==> config.mk <==
export PLATFORM = sky130hd
export DESIGN_NAME = key_events_flat
export DESIGN_NICKNAME = d
export VERILOG_FILES = /design/src/rtl/key_events_pkg.sv /design/src/rtl/key_events_if.sv /design/src/rtl/key_events_edge.sv /design/src/rtl/key_events.sv /design/src/flat_wrapper.sv
export SDC_FILE = /design/constraint.sdc
export NUM_CORES = 1
export LEC_CHECK = 0
export BUFFER_PORTS_ARGS = -buffer_cell sky130_fd_sc_hd__buf_2
export CELL_PAD_IN_SITES_DETAIL_PLACEMENT = 0
export CELL_PAD_IN_SITES_GLOBAL_PLACEMENT = 2
export CORE_ASPECT_RATIO = 1.1
export CORE_UTILIZATION = 30
export CTS_CLUSTER_SIZE = 25
export DETAILED_ROUTE_END_ITERATION = 12
export GPL_ROUTABILITY_DRIVEN = 1
export PLACE_DENSITY = 0.72
export SLEW_MARGIN = 20
export SYNTH_ARGS = -nofsm -noshare
export SYNTH_HDL_FRONTEND = slang
export SYNTH_SLANG_ARGS = --single-unit
==> constraint.sdc <==
create_clock -name clk -period 3.5 [get_ports clk]
set_clock_uncertainty 0.2 [all_clocks]
set_input_delay 0.35 -clock clk [delete_from_list [all_inputs] [get_ports clk]]
set_output_delay 0.35 -clock clk [all_outputs]
set_load 0.02 [all_outputs]
==> src/rtl/key_events_pkg.sv <==
// Shared types and default timing constants for the key event decoder and
// the timer control logic that consumes its events.
package key_events_pkg;

  typedef enum logic [1:0] {
    IDLE  = 2'd0,
    PRESS = 2'd1,
    LONG  = 2'd2
  } key_state_t;

  localparam int KEY_LONG_CYCLES   = 25_000_000;
  localparam int KEY_REPEAT_CYCLES = 5_000_000;

  // Counter width large enough for the longer of the two hold thresholds.
  function automatic int cnt_width(input int long_c, input int rep_c);
    int m;
    m = (long_c > rep_c) ? long_c : rep_c;
    return $clog2(m);
  endfunction

endpackage

==> src/rtl/key_events_if.sv <==
// Debounced key level in, single-cycle UI events out.
interface key_events_if;
  logic key_press;
  logic pressed;
  logic released;
  logic click;
  logic long_press;
  logic repeat_pulse;
  logic held;

  modport master (
    output key_press,
    input  pressed, released, click, long_press, repeat_pulse, held
  );

  modport slave (
    input  key_press,
    output pressed, released, click, long_press, repeat_pulse, held
  );
endinterface

==> src/rtl/key_events_edge.sv <==
// One-cycle delayed copy of the key level with rising/falling edge strobes.
module key_edge (
  input  logic clk,
  input  logic rst_n,
  input  logic key,
  output logic rise,
  output logic fall
);

  logic key_q;

  always_ff @(posedge clk or negedge rst_n) begin
    if (!rst_n) key_q <= 1'b0;
    else        key_q <= key;
  end

  assign rise = key & ~key_q;
  assign fall = ~key & key_q;

endmodule

==> src/rtl/key_events.sv <==
// Turns a debounced key level into press/release/click/long-press/repeat pulses.
// state | meaning
// IDLE  | key released, waiting for a rising edge
// PRESS | key held, long-press threshold not yet reached
// LONG  | long_press fired, auto-repeating while held
module key_events
  import key_events_pkg::*;
#(
  parameter int LONG_CYCLES   = KEY_LONG_CYCLES,
  parameter int REPEAT_CYCLES = KEY_REPEAT_CYCLES,
  parameter bit REPEAT_EN     = 1'b1
) (
  input  logic         clk,
  input  logic         rst_n,
  key_events_if.slave  kif
);

  localparam int              CNT_W   = cnt_width(LONG_CYCLES, REPEAT_CYCLES);
  localparam logic [CNT_W-1:0] LONG_TC = CNT_W'(LONG_CYCLES - 1);
  localparam logic [CNT_W-1:0] REP_TC  = CNT_W'(REPEAT_CYCLES - 1);
  localparam logic [CNT_W-1:0] CNT_MAX = '1;

  key_state_t       state, state_n;
  logic [CNT_W-1:0] cnt, cnt_n;
  logic             rise, fall;

  logic pressed_q, released_q, click_q, long_q, rep_q, held_q;
  logic pressed_n, released_n, click_n, long_n, rep_n, held_n;

  key_edge u_edge (
    .clk   (clk),
    .rst_n (rst_n),
    .key   (kif.key_press),
    .rise  (rise),
    .fall  (fall)
  );

  always_ff @(posedge clk or negedge rst_n) begin
    if (!rst_n) begin
      state      <= IDLE;
      cnt        <= '0;
      pressed_q  <= 1'b0;
      released_q <= 1'b0;
      click_q    <= 1'b0;
      long_q     <= 1'b0;
      rep_q      <= 1'b0;
      held_q     <= 1'b0;
    end else begin
      state      <= state_n;
      cnt        <= cnt_n;
      pressed_q  <= pressed_n;
      released_q <= released_n;
      click_q    <= click_n;
      long_q     <= long_n;
      rep_q      <= rep_n;
      held_q     <= held_n;
    end
  end

  // While in PRESS/LONG the previous sample is always high, so fall equals !key_press.
  always_comb begin
    state_n = state;
    cnt_n   = cnt;
    case (state)
      IDLE: begin
        if (rise) begin
          state_n = PRESS;
          cnt_n   = '0;
        end
      end
      PRESS: begin
        if (fall) begin
          state_n = IDLE;
          cnt_n   = '0;
        end else if (cnt == LONG_TC) begin
          state_n = LONG;
          cnt_n   = '0;
        end else begin
          cnt_n = cnt + 1'b1;
        end
      end
      LONG: begin
        if (fall) begin
          state_n = IDLE;
          cnt_n   = '0;
        end else if (REPEAT_EN && (cnt == REP_TC)) begin
          cnt_n = '0;
        end else if (cnt != CNT_MAX) begin
          cnt_n = cnt + 1'b1;
        end
      end
      default: begin
        state_n = IDLE;
        cnt_n   = '0;
      end
    endcase
  end

  always_comb begin
    pressed_n  = 1'b0;
    released_n = 1'b0;
    click_n    = 1'b0;
    long_n     = 1'b0;
    rep_n      = 1'b0;
    case (state)
      IDLE: begin
        if (rise) begin
          pressed_n = 1'b1;
          rep_n     = 1'b1;
        end
      end
      PRESS: begin
        if (fall) begin
          released_n = 1'b1;
          click_n    = 1'b1;
        end else if (cnt == LONG_TC) begin
          long_n = 1'b1;
          rep_n  = REPEAT_EN;
        end
      end
      LONG: begin
        if (fall)                                released_n = 1'b1;
        else if (REPEAT_EN && (cnt == REP_TC))   rep_n      = 1'b1;
      end
      default: ;
    endcase
    held_n = (state_n != IDLE);
  end

  assign kif.pressed      = pressed_q;
  assign kif.released     = released_q;
  assign kif.click        = click_q;
  assign kif.long_press   = long_q;
  assign kif.repeat_pulse = rep_q;
  assign kif.held         = held_q;

endmodule

==> src/flat_wrapper.sv <==
// flat-port wrapper written by rule: the top's interface ports become plain ports
module key_events_flat import key_events_pkg::*;
#(
  parameter int LONG_CYCLES   = KEY_LONG_CYCLES,
  parameter int REPEAT_CYCLES = KEY_REPEAT_CYCLES,
  parameter bit REPEAT_EN     = 1'b1
)
  (clk, rst_n, kif_key_press, kif_pressed, kif_released, kif_click, kif_long_press, kif_repeat_pulse, kif_held);
  key_events_if kif_i ();
  input  logic clk;
  input  logic rst_n;
  input wire logic [$bits(kif_i.key_press)-1:0] kif_key_press;
  output wire logic [$bits(kif_i.pressed)-1:0] kif_pressed;
  output wire logic [$bits(kif_i.released)-1:0] kif_released;
  output wire logic [$bits(kif_i.click)-1:0] kif_click;
  output wire logic [$bits(kif_i.long_press)-1:0] kif_long_press;
  output wire logic [$bits(kif_i.repeat_pulse)-1:0] kif_repeat_pulse;
  output wire logic [$bits(kif_i.held)-1:0] kif_held;
  assign kif_i.key_press = kif_key_press;
  assign kif_pressed = kif_i.pressed;
  assign kif_released = kif_i.released;
  assign kif_click = kif_i.click;
  assign kif_long_press = kif_i.long_press;
  assign kif_repeat_pulse = kif_i.repeat_pulse;
  assign kif_held = kif_i.held;
  key_events #(.LONG_CYCLES(LONG_CYCLES), .REPEAT_CYCLES(REPEAT_CYCLES), .REPEAT_EN(REPEAT_EN)) u_core (.clk(clk), .rst_n(rst_n), .kif(kif_i));
endmodule
==> impl_results.rst <==
.. list-table::
   :header-rows: 1

   * - Metric
     - Value
   * - Result of the run
     - finished clean
   * - TritonCTS clock tree
     - done
   * - Fraction of layout instances using a drive strength above 1
     - 11.7%
   * - Ys Warns
     - 0
   * - Detailed-router iteration count before antenna repair
     - 4
   * - Die area
     - 6890 sq um
   * - Register area share after synthesis
     - 43.2%
   * - Max Freq
     - 0.346 GHz
   * - Final-report setup violation count
     - 0
   * - Count of input and output buffers
     - 8
   * - Fraction of synthesis flops using an asynchronous set or reset pin
     - 100%
   * - Core Rows
     - 30
   * - Relative slew slack
     - 45.5%
   * - Via total after detailed routing
     - 1653
   * - Classification of the worst-slack hold path
     - input pin to register
   * - Post-synthesis sequential element count
     - 34
   * - Peak VDD IR
     - 0.000234 V
   * - Cts repair resizes
     - 0
   * - Number of different library cells in the post-synthesis netlist
     - 40
   * - Initial antenna violation count
     - 0
   * - Final routed wire length divided by cell count
     - 16.3 microns
   * - End of the worst register-to-register path
     - u_core.cnt[21]
   * - EDFF count, synth
     - 0
   * - Cell family with most CP delay
     - simple AND/OR/NAND/NOR gates
   * - Worst reg2reg path startpoint
     - u_core.cnt[0]
   * - Leakage power summed over all cells
     - 1.06 nW
   * - Kind of launch point of the worst setup path
     - register
   * - Number of nets in the layout
     - 231
   * - Number of stages on the worst hold path
     - 1
   * - Area added between synthesis and finish
     - 11.1%
   * - Post-Synthesis Net Count
     - 218
   * - Clock sink total
     - 34
   * - Post-DR vias/cell
     - 5.47
   * - Worst Setup End Kind
     - register
   * - Most frequent cells in the layout
     - 34 x sky130_fd_sc_hd__dfrtp_1, 21 x sky130_fd_sc_hd__nor2_1, 20 x sky130_fd_sc_hd__nand3_1, 20 x sky130_fd_sc_hd__nand2_1, 14 x sky130_fd_sc_hd__o21ai_0
   * - PD cells
     - 465 nW/um^2
   * - Clock root buffer master
     - sky130_fd_sc_hd__clkbuf_8
   * - Dominant register cell in the synthesized netlist
     - sky130_fd_sc_hd__dfrtp_1
   * - Detail Route Antenna Nets
     - 0
   * - Remaining routing DRC violations
     - 0
   * - Sum of routed wire length over all layers
     - 4920 microns
   * - Vias in the first global route
     - 1694
   * - Final number of hold-violating endpoints
     - 0
   * - Non-filler instance count after layout
     - 302
   * - Depth of the worst register-to-register path
     - 8
   * - Clock transition at the registers of the reported paths
     - 0.07 ns
   * - Critical-path maximum fanout
     - 12
   * - Clk Latency, worst-skew pair
     - 0.29 ns
   * - Cell count after placement
     - 295
   * - Pin slew with the least headroom to its limit
     - 0.818 ns
   * - Final clock period utilization by the worst path
     - 82.6%
   * - Initial cell density of the core
     - 31.4%
   * - Combined global-route utilization of all metal layers
     - 16.4%
   * - Placeable core region
     - 6270 sq um
   * - Number of pins exceeding their max-slew limit in the final report
     - 0
   * - Gpl congestion
     - 0.724
   * - Initial DRC count
     - 106
   * - Unrepaired setup endpoints after global routing
     - no
   * - Worst hold slack across all endpoints
     - 0.0192 ns
   * - Buf/Inv on CP
     - 1
   * - Critical path required time
     - 3.47 ns
   * - Delay of the slowest cell on the worst path
     - 0.45 ns
   * - TNS Setup
     - 0 ns
   * - CTS HTree Levels
     - 2
   * - Number of ports placed on the die boundary
     - 9
   * - Min Tclk post-route
     - 2.89 ns
   * - Kind of critical path
     - register to register
   * - First-pass GRT wire length
     - 8570 microns
   * - Largest net degree at the start of global routing
     - 35
   * - Die Ht
     - 87.0 microns
   * - Synth Cell Area
     - 1970 sq um
   * - Cells along the critical path
     - ha_1, nand3_2, or3_4, nor4_4, o22ai_1, buf_4, and3_1, a221o_1
   * - Most common library cell in the layout ignoring fill and taps
     - sky130_fd_sc_hd__dfrtp_1
   * - Launch instance of the worst min-delay path
     - kif_key_press
   * - Total inserted antenna cells
     - 0
   * - Count of max-cap constraint violations
     - 0
   * - Synth Instances
     - 210
   * - End of the worst hold path
     - u_core.u_edge.key_q
   * - Placed wire-length estimate
     - 3400 microns
   * - FF-to-FF setup slack
     - 0.61 ns
   * - Number of buffers created by CTS
     - 5
   * - Overall overflow remaining after global route
     - 0
   * - Post-Synthesis Mean Instance Area
     - 9.37 sq um
   * - CP max-delay cell
     - sky130_fd_sc_hd__or3_4
   * - Maximum clock insertion buffer count
     - 2
   * - Signal arrival time at the worst endpoint
     - 2.86 ns
   * - Horizontal extent of the die
     - 79.2 microns
## final cells by class
cell class,count,area [sq um]
flip-flops and latches,34,851
repair buffers,11,65.1
multi-input cells,163,1060
inverters,8,30.0
well taps,80,100
fillers,628,4080
clock buffers,6,82.6
## flip-flops by register name (all words and copies together), names as in the netlist
name                     flops
u_core.cnt                  25
u_core.kif.click             1
u_core.kif.held              1
u_core.kif.long_press        1
u_core.kif.pressed           1
u_core.kif.released          1
u_core.kif.repeat_pulse      1
u_core.state                 2
u_core.u_edge.key_q          1
## cells by family (layout without fill, tap and decap cells)
group | Yosys count | count (layout) | share of synthesized area, %
AND/OR/NAND/NOR | 106 | 106 | 30.6
AO/OA/AOI/OAI | 52 | 52 | 19.9
adder cells (fa/ha/maj) | 5 | 5 | 3.18
buffers and inverters | 13 | 25 | 3.05
flip-flops | 34 | 34 | 43.2
## timing repair
item,4_1_cts,5_1_grt
endpoints found under the hold margin,34,0
buffers inserted,0,0
hold buffers,1,0
## how the worst max path moves through the flow
stage,start,to,slack (ns),cells past startpoint
2_1_floorplan,u_core.cnt[0],u_core.cnt[23],1.06,8
3_3_place_gp,u_core.cnt[0],u_core.cnt[22],0.68,8
3_5_place_dp,u_core.cnt[0],u_core.cnt[15],0.60,8
4_1_cts,u_core.cnt[0],u_core.cnt[21],0.59,8
5_1_grt,u_core.cnt[0],u_core.cnt[22],0.45,8
6_report,u_core.cnt[0],u_core.cnt[21],0.61,8
## Yosys cell counts (2+ instances only)
cell / count / area share [%]
sky130_fd_sc_hd__a221o_1: 8 / 4.1
sky130_fd_sc_hd__and4_1: 3 / 1.3
sky130_fd_sc_hd__a21oi_1: 4 / 1.0
sky130_fd_sc_hd__or2_2: 2 / 0.64
sky130_fd_sc_hd__nor4_1: 2 / 0.64
sky130_fd_sc_hd__o21ai_0: 14 / 3.6
sky130_fd_sc_hd__and3b_1: 2 / 0.89
sky130_fd_sc_hd__nand4_1: 4 / 1.3
sky130_fd_sc_hd__dfrtp_1: 34 / 43
sky130_fd_sc_hd__o311ai_0: 3 / 1.3
sky130_fd_sc_hd__nor4_4: 2 / 2.2
sky130_fd_sc_hd__and3_1: 13 / 4.1
sky130_fd_sc_hd__inv_1: 8 / 1.5
sky130_fd_sc_hd__a22o_1: 12 / 5.3
sky130_fd_sc_hd__and2_1: 3 / 0.95
sky130_fd_sc_hd__nand3_1: 20 / 5.1
sky130_fd_sc_hd__ha_1: 5 / 3.2
sky130_fd_sc_hd__buf_2: 3 / 0.76
sky130_fd_sc_hd__nand2b_1: 3 / 0.95
sky130_fd_sc_hd__a21o_1: 5 / 1.9
sky130_fd_sc_hd__nor2_1: 21 / 4.0
sky130_fd_sc_hd__nand2_1: 20 / 3.8
sky130_fd_sc_hd__nor3_1: 2 / 0.51
## power by group
part / switching, mW / internal (mW)
Sequential: 0.0160 / 0.418
Clock: 0.142 / 0.152
Combinational: 0.191 / 0.0979
## layer usage
layer / GRT usage (%) / wire length (microns) / up-vias
li1: - / - / 815
met1: 21.8 / 2450 / 809
met2: 26.7 / 2280 / 24
met3: 3.14 / 121 / 5
met4: 4.96 / 68 / 0
met5: 0 / 0 / -
## stage by stage
stage | cell area (sq um) | utilization [%] | worst slack [ns] | power, mW
final | 2190 | 34.9 | 0.609 | 1.02
after global routing | 2190 | 34.9 | 0.445 | 1.09
after CTS | 2190 | 34.9 | 0.593 | 1.03
after detailed placement | 2090 | 33.4 | 0.602 | 0.732
after global placement | 2090 | 33.4 | 0.676 | 0.733
after floorplan | 1970 | - | 1.06 | 0.648
Power figures use the tool's default switching activity.
